File: src/rtl/bus_arbiter_rr.sv
// bus_arbiter_rr: round-robin bus arbiter and address/data transaction sequencer.
// Grants the shared bus to one requester at a time. It then runs the address
// handshake with timeout and the data phase, and reports aborted transactions on Error.
// Optional feature macro: ARBITER_HOLD_LIMIT_EN. When it is defined, a grant is
// preempted after MaxHoldCycles cycles in the data phase.
module bus_arbiter_rr #(
  parameter int unsigned DeviceMaxNumber = 4,
  parameter int unsigned TimeoutCycles   = 16,
  parameter int unsigned MaxHoldCycles   = 64
) (
  input  logic                       clk,
  input  logic                       reset,
  input  logic [DeviceMaxNumber-1:0] BARQ,
  output logic [DeviceMaxNumber-1:0] BAGD,
  output logic                       AddressValid,
  input  logic                       TargetReady,
  output logic                       DataStrobe,
  output logic [1:0]                 Error
);

  localparam int unsigned IdxW = $clog2(DeviceMaxNumber);
  localparam int unsigned AtW  = $clog2(TimeoutCycles);

  localparam logic [IdxW-1:0] LastRst = IdxW'(DeviceMaxNumber - 1);
  localparam logic [AtW-1:0]  AtMax   = AtW'(TimeoutCycles - 1);

  localparam logic [1:0] ERR_OK      = 2'b00;
  localparam logic [1:0] ERR_TIMEOUT = 2'b01;
  localparam logic [1:0] ERR_DROP    = 2'b10;

`ifdef ARBITER_HOLD_LIMIT_EN
  localparam int unsigned     HtW   = $clog2(MaxHoldCycles);
  localparam logic [HtW-1:0]  HtMax = HtW'(MaxHoldCycles - 1);
  localparam logic [1:0]      ERR_HOLD = 2'b11;
`endif

  typedef enum logic [1:0] {
    ST_IDLE,
    ST_ADDR,
    ST_DATA,
    ST_RELEASE
  } state_e;

  state_e                     state_q, state_d;
  logic [DeviceMaxNumber-1:0] bagd_q, bagd_d;
  logic [IdxW-1:0]            last_q, last_d;
  logic [1:0]                 error_q, error_d;
  logic                       av_q, av_d;
  logic [AtW-1:0]             at_q, at_d;
`ifdef ARBITER_HOLD_LIMIT_EN
  logic [HtW-1:0]             ht_q, ht_d;
`endif

  logic                       arb_found;
  logic [IdxW-1:0]            arb_idx;
  logic [DeviceMaxNumber-1:0] arb_onehot;
  logic                       owner_req;

  // Round-robin search starting one past the last granted device.
  always_comb begin
    arb_found  = 1'b0;
    arb_idx    = '0;
    for (int unsigned off = 1; off <= DeviceMaxNumber; off++) begin
      if (!arb_found &&
          BARQ[IdxW'((32'(last_q) + off) % DeviceMaxNumber)]) begin
        arb_found = 1'b1;
        arb_idx   = IdxW'((32'(last_q) + off) % DeviceMaxNumber);
      end
    end
    arb_onehot = DeviceMaxNumber'(1) << arb_idx;
  end

  // last_q always holds the current owner while a grant is active.
  assign owner_req = BARQ[last_q];

  // Next-state, grant, status and timer updates.
  always_comb begin
    state_d = state_q;
    bagd_d  = bagd_q;
    last_d  = last_q;
    error_d = error_q;
    av_d    = 1'b0;
    at_d    = at_q;
`ifdef ARBITER_HOLD_LIMIT_EN
    ht_d    = ht_q;
`endif
    unique case (state_q)
      ST_IDLE, ST_RELEASE: begin
        bagd_d  = '0;
        state_d = ST_IDLE;
        if (arb_found) begin
          state_d = ST_ADDR;
          bagd_d  = arb_onehot;
          last_d  = arb_idx;
          error_d = ERR_OK;
          av_d    = 1'b1;
          at_d    = '0;
`ifdef ARBITER_HOLD_LIMIT_EN
          ht_d    = '0;
`endif
        end
      end
      ST_ADDR: begin
        av_d = 1'b1;
        if (!owner_req) begin
          error_d = ERR_DROP;
          state_d = ST_RELEASE;
          bagd_d  = '0;
          av_d    = 1'b0;
        end else if (TargetReady) begin
          state_d = ST_DATA;
          av_d    = 1'b0;
        end else if (at_q == AtMax) begin
          error_d = ERR_TIMEOUT;
          state_d = ST_RELEASE;
          bagd_d  = '0;
          av_d    = 1'b0;
        end else begin
          at_d = at_q + AtW'(1);
        end
      end
      ST_DATA: begin
        if (!owner_req) begin
          state_d = ST_RELEASE;
          bagd_d  = '0;
        end
`ifdef ARBITER_HOLD_LIMIT_EN
        else if (ht_q == HtMax) begin
          error_d = ERR_HOLD;
          state_d = ST_RELEASE;
          bagd_d  = '0;
        end else begin
          ht_d = ht_q + HtW'(1);
        end
`endif
      end
      default: begin
        state_d = ST_IDLE;
        bagd_d  = '0;
      end
    endcase
  end

  // State and output registers with synchronous reset.
  always_ff @(posedge clk) begin
    if (reset) begin
      state_q <= ST_IDLE;
      bagd_q  <= '0;
      last_q  <= LastRst;
      error_q <= ERR_OK;
      av_q    <= 1'b0;
      at_q    <= '0;
`ifdef ARBITER_HOLD_LIMIT_EN
      ht_q    <= '0;
`endif
    end else begin
      state_q <= state_d;
      bagd_q  <= bagd_d;
      last_q  <= last_d;
      error_q <= error_d;
      av_q    <= av_d;
      at_q    <= at_d;
`ifdef ARBITER_HOLD_LIMIT_EN
      ht_q    <= ht_d;
`endif
    end
  end

  assign BAGD         = bagd_q;
  assign AddressValid = av_q;
  assign Error        = error_q;
  assign DataStrobe   = (state_q == ST_DATA) && TargetReady;

endmodule

File: config.mk
export PLATFORM = sky130hd
export DESIGN_NAME = bus_arbiter_rr
export DESIGN_NICKNAME = d
export VERILOG_FILES = /design/src/rtl/bus_arbiter_rr.sv
export SDC_FILE = /design/constraint.sdc
export NUM_CORES = 1
export LEC_CHECK = 0
export BUFFER_PORTS_ARGS = -buffer_cell sky130_fd_sc_hd__buf_2
export CAP_MARGIN = 20
export CORE_MARGIN = 1.5
export CORE_UTILIZATION = 40
export DETAILED_ROUTE_END_ITERATION = 6
export PLACE_DENSITY = 0.6
export SETUP_SLACK_MARGIN = 0.3
export SLEW_MARGIN = 10
export SYNTH_ARGS = -nofsm -noshare
export SYNTH_HDL_FRONTEND = slang
export SYNTH_SLANG_ARGS = --single-unit
File: constraint.sdc
create_clock -name clk -period 1.8 [get_ports clk]
set_input_delay 0 -clock clk [delete_from_list [all_inputs] [get_ports clk]]
set_output_delay 0 -clock clk [all_outputs]
set_load 0.02 [all_outputs]
### Yosys cells after proc, flatten, opt, wreduce, memory -nomap -nowiden

Cells that the tools add are included.
W data, S select, Z words.

* register bits: 15
* word-level logic and storage cells: 89

* add/subtract/negate cells: 5
* $lt $le $gt $ge: 5
* equality and inequality tests: 12
* shift operators: 1
* mux-type cells: 45
* reductions and logical operators: 15

Operator list (count)
* $mux W4: 9
* $mux W2: 12
* $lt A2 B3 Y1 const B: 5
* $mux W1: 14
* $pmux W4 S3: 1
* $bmux W1 S2: 5
* $ne A2 B2 Y1 const B: 5
* $pmux W4 S2: 1
* $ne A3 B3 Y1 const B: 2
* $pmux W2 S3: 1
* $reduce_and A5 Y1: 1
* $add A2 B1 Y2 const B: 2
* $add A2 B2 Y2 const B: 2
* $add A4 B1 Y4 const B: 1
* $eq A2 B2 Y1 const B: 2
* $eq A4 B4 Y1 const B: 1
* $logic_and A1 B1 Y1: 4
* $ne A4 B4 Y1 const B: 1
* $pmux W2 S2: 1
* $reduce_and A2 Y1: 2
* $reduce_and A4 Y1: 1
* $shl A1 B2 Y4 const A: 1
* $logic_not A1 Y1: 3
* $reduce_and A3 Y1: 1
* 5 further kinds: 5

### Longest topological paths before layout

Gate-level depths: netlist of the first run.

* depth after elaboration: 16
* mapped depth: 7
* depth with buffers taken out: 6

### Worst setup path after synthesis of the first run

No wires, ideal clock.

* kind: reg-to-reg
* start point: register state_q[0]
* end point: register at_q[3]
* setup time: 0.070 ns
* data arrival time: 1.613 ns
* data required time: 1.730 ns
* setup slack: 0.117 ns
* stages on the path, launching flop included: 7
* buffers on the path: 0
* clock period less this slack: 1.683 ns
* path through: dfxtp_1 inv_1 ha_1 nor2_1 a21o_1 or4_1 a21boi_1

* word-level cells in the longest chain between the ends: 4
* elaborated cells on any way between the ends: 11
* those cells by class: eq/ne (6); mux (1); reduce/logical (4)

RTL lines
* start: declaration: RTL line 44 `state_e state_q, state_d;`
* start signal: assignment: RTL line 157 `state_q <= state_d;`
* $eq A2 B2 Y1 or $logic_not A2 Y1 (tied branches): RTL line 87 `unique case (state_q)`
* $reduce_or A2 Y1: RTL line 87
* $ne A2 B2 Y1 (no source line) or $reduce_bool A2 Y1 (tied branches)
* $reduce_and A5 Y1 (no source line)
* end signal: assignment: RTL line 162 `at_q <= at_d;`
* end: declaration: RTL line 49 `logic [AtW-1:0] at_q, at_d;`

Parallel ways exist; a longest one is shown, timed or not.
A chain may end at the register's enable or synchronous reset.

### Final worst setup path of the first run

Ends and elaborated chain as after synthesis.

==> qor.json, run 1 <==
{
  "outcome": "completed",
  "area.growth.synth_to_final_pct": 43.0,
  "clk_pin_slew_worst_paths_ps": 90,
  "ys_seq_elements": 15,
  "viasPerCell": 5.71,
  "clock_sink_count": 15,
  "route.vias.total": 902,
  "highest_clock_rate_mhz": 628,
  "cts_inserted_buffers": 3,
  "synth_async_sr_flop_share_pct": 0,
  "core_area_um2": 2000,
  "row_count": 16,
  "synth_area_per_cell_um2": 8.32,
  "worst_hold_path_type": "in2reg",
  "design.portCount": 15,
  "dieWidth_um": 49.7,
  "finalSetupViolations": 0,
  "critical_path_class": "reg2reg",
  "detailedRoute.firstIterationViolations": 12,
  "timing.critical_path.cells": "buf_4 -> ha_4 -> inv_1 -> a21oi_4 -> or4_4 -> a21boi_2",
  "cellLeakagePower_nw": 0.486,
  "synth-seq-area-share_pct": 34.4,
  "worst_pin_slew_ps": 569,
  "tritoncts_clock_tree": "yes",
  "worst_case_headroom_to_the_max_slew_limit_pct": 61.6,
  "critical_path_buffer_and_inverter_count": 2,
  "mappedNetlistArea_um2": 873,
  "post-route-cell-area_um2": 1250,
  "cts_buffer_depth": 2,
  "grt_max_degree": 10,
  "crit_end": "at_q[3]$_SDFFE_PP0P_",
  "postSynthCellCount": 105,
  "die_h_um": 49.7,
  "mappedNetlistNets": 115,
  "wire_per_inst_um": 14.1,
  "vias_in_the_first_global_route": 872,
  "worst_flop_to_flop_path_startpoint": "state_q[0]$_SDFFE_PP0P_",
  "antenna_cells_inserted": 0,
  "r2r_end": "at_q[3]$_SDFFE_PP0P_",
  "clock_latency_ps": 290,
  "dpl_cell_area_um2": 996,
  "cp_data_required_time_ps": 2030,
  "final_period_minus_worst_setup_slack_ps": 1590,
  "grt.total_usage_pct": 19.3,
  "gate_family_responsible_for_the_most_delay_along_the_worst_path": "simple AND/OR/NAND/NOR gates",
  "regToRegSetupSlack_ps": 210,
  "timing.critical_path.slowest_cell_delay_ps": 490,
  "final_max_slew_viol_count": 0,
  "htree_depth": 1,
  "synthesis.yosys.warnings": 0,
  "worst-endpoint-arrival_ps": 1820,
  "fillers": 181,
  "irDropWorstVdd_uv": 912,
  "globalRoute.totalOverflow": 0,
  "path_max_fanout": 9,
  "grt_pass1_wl_mm": 3.73,
  "reg2regPathDepth": 6,
  "finalWeightedCongestion": 0.789,
  "die_area_um2": 2470,
  "dp_hpwl_mm": 1.48,
  "drive_above_1_share_pct": 44.3,
  "finish.net_count": 142,
  "cpMaxStageDelayCell": "sky130_fd_sc_hd__or4_4",
  "count_of_cell_instances_traversed_by_the_critical_path": 6,
  "timing.critical_path.from": "state_q[0]$_SDFFE_PP0P_",
  "drt_pass1_iterations": 4,
  "end_kind": "flop",
  "synth_edf_count": 0,
  "grt_antenna_before_repair": 0,
  "final.period_utilization_pct": 88.5,
  "finClkSkew_ps": 7.81,
  "yosys_most_used_dff": "sky130_fd_sc_hd__dfxtp_1",
  "finalHoldViolations": 0,
  "worst_setup_path_start_kind": "flop",
  "post_synth_num_cell_types": 38,
  "setup_tns_ps": 0,
  "portBuffers": 14,
  "grt_setup_unrepaired": "true",
  "ant_nets": 0,
  "wl_mm": 2.23,
  "maxCapViolations": 0,
  "initial_core_util_pct": 43.6,
  "drc": 0,
  "power_density_nw_per_um2": 1860,
  "cts.root.buffer_cell": "sky130_fd_sc_hd__clkbuf_4"
}
-- flip-flops by register name, summed over array words and instances, names as in the netlist --
| register | count |
|---|---|
| BAGD | 4 |
| at_q | 4 |
| Error | 2 |
| last_q | 2 |
| state_q | 2 |
| AddressValid | 1 |
-- what timing repair did --
item                                   4_1_cts  5_1_grt
endpoints found under the hold margin        1        0
buffers inserted                             8        4
pin swaps                                    6       12
gates resized for setup                      9       24
setup endpoints to repair                   10       12
hold buffers                                 1        0
-- per-stage QoR --
step | cells | utilization [%] | hold WS [ps] | power [mW] | worst slack [ps]
after floorplan | 105 | - | 183 | 1.38 | 287
after global placement | 141 | 49.8 | 294 | 1.53 | 183
after detailed placement | 141 | 49.8 | 294 | 1.54 | 175
after CTS | 154 | 56.3 | 157 | 1.94 | 253
after global routing | 158 | 62.4 | 207 | 2.49 | 137
final | 158 | 62.4 | 192 | 2.32 | 206
-- routing by layer --
layer  wire, um  vias up  global-route usage [%]
li1           -      445                       -
met1        969      427                    21.2
met2       1130       24                    35.3
met3         98        6                    5.76
met4         36        0                    5.56
met5          0        -                       0
-- tightest hold or removal path, delay by kind of cell --
family / cells / cell delay [ps]
buf+inv: 1 / 160
compound gates: 2 / 280
-- placed cells by master (no fill, tap or decap), types with 3 or more instances in the layout --
| master | instances |
|---|---|
| sky130_fd_sc_hd__and2_1 | 3 |
| sky130_fd_sc_hd__nand2b_1 | 3 |
| sky130_fd_sc_hd__buf_4 | 8 |
| sky130_fd_sc_hd__nand4_1 | 3 |
| sky130_fd_sc_hd__clkbuf_4 | 3 |
| sky130_fd_sc_hd__buf_6 | 4 |
| sky130_fd_sc_hd__nand2_1 | 9 |
| sky130_fd_sc_hd__o31ai_1 | 3 |
| sky130_fd_sc_hd__o21ai_0 | 3 |
| sky130_fd_sc_hd__a21oi_1 | 5 |
| sky130_fd_sc_hd__buf_2 | 14 |
| sky130_fd_sc_hd__ha_4 | 3 |
| sky130_fd_sc_hd__dfxtp_2 | 4 |
| sky130_fd_sc_hd__dfxtp_1 | 10 |
| sky130_fd_sc_hd__inv_1 | 5 |
-- cells in the mapped netlist, drive strengths merged (3+ instances only) --
cell | instances | area, um2
o31ai | 3 | 22.5
ha | 3 | 37.5
and2 | 3 | 18.8
inv | 7 | 26.3
nor2 | 4 | 15.0
nand4 | 3 | 18.8
or4 | 3 | 22.5
nand2b | 3 | 18.8
clkbuf | 3 | 12.5
nand2 | 9 | 33.8
a21oi | 9 | 48.8
o21ai | 6 | 30.0
a21o | 3 | 22.5
dfxtp | 15 | 300
a21boi | 3 | 22.5
-- layout make-up --
cell class | count | area [um2] | share of cell area [%]
Clock buffer | 4 | 26.3 | 2.10
Timing Repair Buffer | 27 | 185 | 14.8
Multi-Input combinational cell | 78 | 666 | 53.3
Inverter | 7 | 28.8 | 2.30
Tap cell | 27 | 33.8 | 2.71
Sequential cell | 15 | 309 | 24.7
-- worst min path at each step --
stage | from | to | cells past startpoint
after floorplan | TargetReady | DataStrobe | 1
after global placement | reset | Error[1]$_SDFFE_PP0P_ | 2
after detailed placement | reset | Error[1]$_SDFFE_PP0P_ | 2
after CTS | TargetReady | state_q[0]$_SDFFE_PP0P_ | 4
after global routing | BARQ[0] | BAGD[1]$_SDFFE_PP0P_ | 3
final | BARQ[0] | last_q[0]$_SDFFE_PP1P_ | 3
-- logic make-up after synthesis --
logic type,count (synthesis),share of synthesized area [%]
AO/OA/AOI/OAI,39,30.7
AND/OR/NAND/NOR,33,20.2
flip-flops,15,34.4
buffers and inverters,12,5.59
multiplexers,3,4.87
adder cells (fa/ha/maj),3,4.30
-- power by group --
group,total [mW],internal (mW),leakage [nW],switching [mW]
Clock,0.198,0.0862,0.0150,0.112
Combinational,1.58,0.769,0.347,0.811
Sequential,0.539,0.451,0.124,0.0885
(Power assumes the default switching activity.)
==> run 2: changes to the inputs <==
Settings changed: PLACE_DENSITY 0.6 to 0.62.
Clock period 1.8 ns to 1.3 ns, I/O delays scaled along.
==> run 2 against run 1 <==
  * Power up 50%
  * Setup slack worse by 490 ps
  * Non-clock buffer count increased by 16
  * The run now ends with negative setup slack left
  * Core utilization up 5.8 points
  * Die area is the same
  * Clock skew decreased by 5.1 ps
  * Largest cell class unchanged
  * Final cell count up 10%
  * Clock power is 40% higher
  * Combinational power grew 57%
  * Sequential cell count is the same
  * Critical path type unchanged
==> qor.json, run 2 (synthesis results as in run 1) <==
{
  "outcome": "complete, but fails checks",
  "failing_checks": "negative setup slack",
  "worst_pin_slew_ps": 515,
  "timing.critical_path.slowest_cell_delay_ps": 540,
  "gr-usage-met2_pct": 37.3,
  "regToRegSetupSlack_ps": -290,
  "grt_max_degree": 10,
  "worst_flop_to_flop_path_startpoint": "state_q[0]$_SDFFE_PP0P_",
  "wire_per_inst_um": 14.5,
  "die_h_um": 49.7,
  "finalPower_mw": 3.48,
  "final.period_utilization_pct": 122,
  "cts_inserted_buffers": 3,
  "worst_setup_path_start_kind": "flop",
  "timing.critical_path.from": "state_q[0]$_SDFFE_PP0P_",
  "route.vias.total": 1006,
  "globalRoute.totalOverflow": 0,
  "row_count": 16,
  "core_area_um2": 2000,
  "global_route.usage.met1_pct": 24.7,
  "grt_antenna_before_repair": 0,
  "most-common-layout-cells": "sky130_fd_sc_hd__buf_4, sky130_fd_sc_hd__buf_2, sky130_fd_sc_hd__dfxtp_1, sky130_fd_sc_hd__nand2_1, sky130_fd_sc_hd__a21oi_1",
  "tritoncts_clock_tree": "yes",
  "count_of_cell_instances_traversed_by_the_critical_path": 5,
  "area.growth.synth_to_final_pct": 56.3,
  "detailedRoute.firstIterationViolations": 16,
  "highest_clock_rate_mhz": 630,
  "groute.layer.met3.usage_pct": 3.64,
  "drt_pass1_iterations": 5,
  "fillers": 162,
  "post_layout_nonfiller_instances": 174,
  "crit_path_top_cell_by_count": "sky130_fd_sc_hd__inv_2",
  "clock_sink_count": 15,
  "worst_case_headroom_to_the_max_slew_limit_pct": 65.3,
  "place_inst": 163,
  "viasPerCell": 5.78,
  "grt.total_usage_pct": 21.2,
  "cp_data_required_time_ps": 1510,
  "htree_depth": 1,
  "power_density_nw_per_um2": 2550,
  "vias_in_the_first_global_route": 962,
  "dieWidth_um": 49.7,
  "finalSetupViolations": 14,
  "timing.critical_path.cells": "inv_2 -> ha_4 -> inv_2 -> or4_4 -> o32ai_2",
  "clk_pin_slew_worst_paths_ps": 100,
  "portBuffers": 14,
  "finClkSkew_ps": 2.68,
  "final_max_slew_viol_count": 0,
  "grt_setup_unrepaired": "true",
  "reg2regPathDepth": 5,
  "path_max_fanout": 6,
  "ant_nets": 0,
  "dp_hpwl_mm": 1.76,
  "dp_worst_setup_slack_ps": -284,
  "initial_core_util_pct": 43.6,
  "worst_hold_path_type": "in2reg",
  "wl_mm": 2.52,
  "end_kind": "flop",
  "finish.net_count": 158,
  "die_area_um2": 2470,
  "finalHoldViolations": 0,
  "design.portCount": 15,
  "final_period_minus_worst_setup_slack_ps": 1590,
  "cellLeakagePower_nw": 0.569,
  "critical_path_class": "reg2reg",
  "most_common_library_cell_in_the_layout_ignoring_fill_and_taps": "sky130_fd_sc_hd__buf_4",
  "irDropWorstVdd_uv": 1430,
  "r2r_end": "BAGD[3]$_SDFFE_PP0P_",
  "gate_family_responsible_for_the_most_delay_along_the_worst_path": "simple AND/OR/NAND/NOR gates",
  "hold-worst-slack_ps": 57.0,
  "drc": 0,
  "finalWeightedCongestion": 0.810,
  "cpMaxStageDelayCell": "sky130_fd_sc_hd__or4_4",
  "worst-endpoint-arrival_ps": 1800,
  "maxCapViolations": 0,
  "grt_pass1_wl_mm": 4.04,
  "crit_end": "BAGD[3]$_SDFFE_PP0P_",
  "globalRoute.busiestLayer": "met2",
  "cts.root.buffer_cell": "sky130_fd_sc_hd__clkbuf_4",
  "antenna_cells_inserted": 0,
  "cts_buffer_depth": 2,
  "critical_path_buffer_and_inverter_count": 2,
  "clock_latency_ps": 290,
  "drive_above_1_share_pct": 52.4,
  "final.setup.worst_slack_ps": -287
}
-- run 2: tightest hold or removal path, stage by stage --
cell and delay (ps):
sky130_fd_sc_hd__buf_2 170, sky130_fd_sc_hd__a21oi_1 80, sky130_fd_sc_hd__nand2_2 70
-- run 2: per-stage QoR --
stage / setup TNS [ps] / area (um2) / utilization (%)
finish: -3000 / 1370 / 68.2
global route: -3780 / 1370 / 68.2
CTS: -2840 / 1300 / 64.9
detailed placement: -2720 / 1180 / 58.9
global placement: -2600 / 1180 / 58.9
floorplan: -1570 / 956 / -
-- run 2: where the power goes --
group	switching [mW]	internal (mW)
sequential	0.113	0.615
combinational	1.22	1.25
clock	0.163	0.114
-- run 2: routing by layer --
layer / share of wire (%) / up-vias
met5: 0 / -
li1: - / 481
met4: 1.2 / 0
met3: 4.7 / 5
met2: 55 / 27
met1: 39 / 493
-- run 2: worst min-delay path by stage --
stage | startpoint | endpoint | cells after the start
floorplan | TargetReady | DataStrobe | 1
global placement | reset | Error[1]$_SDFFE_PP0P_ | 2
detailed placement | reset | at_q[1]$_SDFFE_PP0P_ | 2
CTS | reset | last_q[1]$_SDFFE_PP1P_ | 3
global route | reset | last_q[1]$_SDFFE_PP1P_ | 3
finish | reset | last_q[1]$_SDFFE_PP1P_ | 3
-- run 2: area by class of cell --
type                    count  area, um2  area share (%)
clock buffers               3       22.5            1.65
flip-flops and latches     15        305            22.4
well taps                  27       33.8            2.47
multi-input cells          78        662            48.5
repair buffers             43        310            22.7
clock inverters             1       5.00           0.367
inverters                   7       26.3            1.92
-- run 2: what timing repair did --
action                                 4_1_cts  5_1_grt
buffers inserted                             3        2
endpoints found under the hold margin        2        0
pin swaps                                    8        9
gates resized for setup                     17       13
setup endpoints to repair                   16       16
hold buffers                                 2        0
==> run 3: changes to the inputs <==
Settings changed: CELL_PAD_IN_SITES_DETAIL_PLACEMENT from default to 0, CELL_PAD_IN_SITES_GLOBAL_PLACEMENT from default to 1, CORE_UTILIZATION 40 to 36, PLACE_DENSITY 0.62 to 0.73.
==> run 3 against run 2 <==
  * The flow still finishes with violations (negative setup slack)
  * Sequential power up 2%
  * Largest cell class unchanged
  * Fmax grew 0.84%
  * Critical path depth stayed put
  * Clock skew grew 3.2 ps
  * Final cell count is 4.6% higher
  * Highest routed layer unchanged
  * Non-clock buffer count is 6 higher
  * Power is essentially flat
==> qor.json, run 3 (synthesis results as in run 1) <==
{
  "irDropWorstVdd_uv": 1500,
  "cts.root.buffer_cell": "sky130_fd_sc_hd__clkbuf_4",
  "timing.critical_path.cells": "inv_2 -> ha_4 -> inv_1 -> or4_4 -> o32ai_2",
  "area.growth.synth_to_final_pct": 61.7,
  "worst_pin_slew_ps": 394,
  "vias_in_the_first_global_route": 965,
  "wl_mm": 2.61,
  "dp_hpwl_mm": 1.78,
  "cpMaxStageDelayCell": "sky130_fd_sc_hd__or4_4",
  "clock_sink_count": 15,
  "clockPowerShare_pct": 7.9,
  "timing.critical_path.slowest_cell_delay_ps": 540,
  "drt_pass1_iterations": 4,
  "die_h_um": 52.3,
  "most_common_library_cell_in_the_layout_ignoring_fill_and_taps": "sky130_fd_sc_hd__buf_4",
  "end_kind": "flop",
  "fin_util_pct": 62.7,
  "dieWidth_um": 52.3,
  "reg_power_share_pct": 21.3,
  "viasPerCell": 5.51,
  "worst-endpoint-arrival_ps": 1780,
  "highest_clock_rate_mhz": 635,
  "power_switching_share_pct": 42.2,
  "cellLeakagePower_nw": 0.610,
  "die_area_um2": 2730,
  "path_max_fanout": 6,
  "finalHoldViolations": 0,
  "wire_per_inst_um": 14.3,
  "antenna_cells_inserted": 0,
  "cts_inserted_buffers": 3,
  "net_sw_power_mw": 1.47,
  "maxCapViolations": 0,
  "design.portCount": 15,
  "grt.total_usage_pct": 21.7,
  "grt_antenna_before_repair": 0,
  "grt_max_degree": 10,
  "most-common-layout-cells": "sky130_fd_sc_hd__buf_4, sky130_fd_sc_hd__buf_2, sky130_fd_sc_hd__dfxtp_1, sky130_fd_sc_hd__nand2_1, sky130_fd_sc_hd__inv_1",
  "drc": 0,
  "post_layout_nonfiller_instances": 182,
  "grt_pass1_wl_mm": 4.37,
  "tritoncts_clock_tree": "yes",
  "gate_family_responsible_for_the_most_delay_along_the_worst_path": "simple AND/OR/NAND/NOR gates",
  "worst_case_headroom_to_the_max_slew_limit_pct": 73.3,
  "outcome": "complete, but fails checks",
  "finish.net_count": 165,
  "final.setup.worst_slack_ps": -274,
  "power_density_nw_per_um2": 2460,
  "internal-power_mw": 2.01,
  "cp_data_required_time_ps": 1500,
  "hold-worst-slack_ps": 40.0,
  "final.period_utilization_pct": 121,
  "route.vias.total": 1003,
  "critical_path_buffer_and_inverter_count": 2,
  "cts_buffer_depth": 2,
  "clock_latency_ps": 280,
  "finClkSkew_ps": 5.91,
  "worst_setup_path_start_kind": "flop",
  "final_period_minus_worst_setup_slack_ps": 1570,
  "grt_setup_unrepaired": "true",
  "ant_nets": 0,
  "worst_hold_path_type": "in2reg",
  "clk_pin_slew_worst_paths_ps": 100,
  "initial_core_util_pct": 38.7,
  "final_max_slew_viol_count": 0,
  "failing_checks": "negative setup slack",
  "core_area_um2": 2250,
  "place_inst": 168,
  "critical_path_class": "reg2reg",
  "htree_depth": 1,
  "power_frac_comb_pct": 70.8,
  "detailedRoute.firstIterationViolations": 36,
  "globalRoute.totalOverflow": 0,
  "finalWeightedCongestion": 0.778,
  "finalSetupViolations": 15,
  "drive_above_1_share_pct": 51.3,
  "portBuffers": 14,
  "row_count": 17
}
-- run 3: cell types whose count changed in the layout (fill, tap and decap cells not counted), moves of 2 or more --
cell,previous run,this run
sky130_fd_sc_hd__o31ai_1,1,3
sky130_fd_sc_hd__dfxtp_2,4,2
sky130_fd_sc_hd__buf_4,24,31
sky130_fd_sc_hd__dfxtp_4,0,2
sky130_fd_sc_hd__inv_2,4,2
sky130_fd_sc_hd__inv_1,3,5
-- run 3: final cells by class --
cell class | count | area [um2]
Clock buffer | 3 | 22.5
Clock inverter | 1 | 5.00
Fill cell | 196 | 842
Inverter | 7 | 26.3
Multi-Input combinational cell | 79 | 662
Sequential cell | 15 | 310
Tap cell | 28 | 35.0
Timing Repair Buffer | 49 | 352
-- run 3: path summary, 6_finish.rpt --
path | from | endpoint | slack, ps | cells past startpoint
hold reg to reg | Error[0]$_SDFFE_PP0P_ | Error[0]$_SDFFE_PP0P_ | 470 | 1
setup / recovery | state_q[0]$_SDFFE_PP0P_ | BAGD[2]$_SDFFE_PP0P_ | -270 | 5
hold / removal | reset | last_q[1]$_SDFFE_PP1P_ | 40 | 3
setup reg to reg | state_q[0]$_SDFFE_PP0P_ | BAGD[2]$_SDFFE_PP0P_ | -270 | 5
-- run 3: timing repair --
item / CTS / global route
buffers inserted: 6 / 1
resized for setup: 17 / 9
endpoints found under the setup margin: 16 / 16
pin swaps: 7 / 5
hold buffers: 2 / 0
cloned: 1 / 0
endpoints found under the hold margin: 2 / 0
-- run 3: power by group through the flow --
stage	registers, mW	clock network (mW)	logic (mW)
5_1_grt	0.759	0.306	2.66
3_3_place_gp	0.715	0	1.89
6_report	0.740	0.275	2.46
4_1_cts	0.729	0.282	2.25
3_5_place_dp	0.719	0	1.92
2_1_floorplan	0.774	0	1.19
-- run 3: metal layers --
| metal | share of wire [%] | wire, um | global-route usage [%] | vias up |
|---|---|---|---|---|
| met5 | 0 | 0 | 0 | - |
| met4 | 1.3 | 34 | 8.97 | 0 |
| met3 | 5.0 | 131 | 2.86 | 4 |
| met2 | 49 | 1270 | 35.0 | 32 |
| met1 | 45 | 1170 | 29.2 | 469 |
| li1 | - | - | - | 498 |
-- run 3: worst min-delay path: stages --
cell and delay, ps:
sky130_fd_sc_hd__buf_2 170, sky130_fd_sc_hd__a21oi_1 70, sky130_fd_sc_hd__nand2_2 60
-- run 3: stage by stage --
step | area [um2] | setup WS (ps) | TNS (ps) | power, mW
2_1_floorplan | 956 | -199 | -1570 | 1.96
5_1_grt | 1410 | -357 | -4010 | 3.72
4_1_cts | 1370 | -266 | -2760 | 3.26
3_5_place_dp | 1210 | -268 | -2630 | 2.64
3_3_place_gp | 1210 | -254 | -2320 | 2.61
6_report | 1410 | -274 | -2870 | 3.48
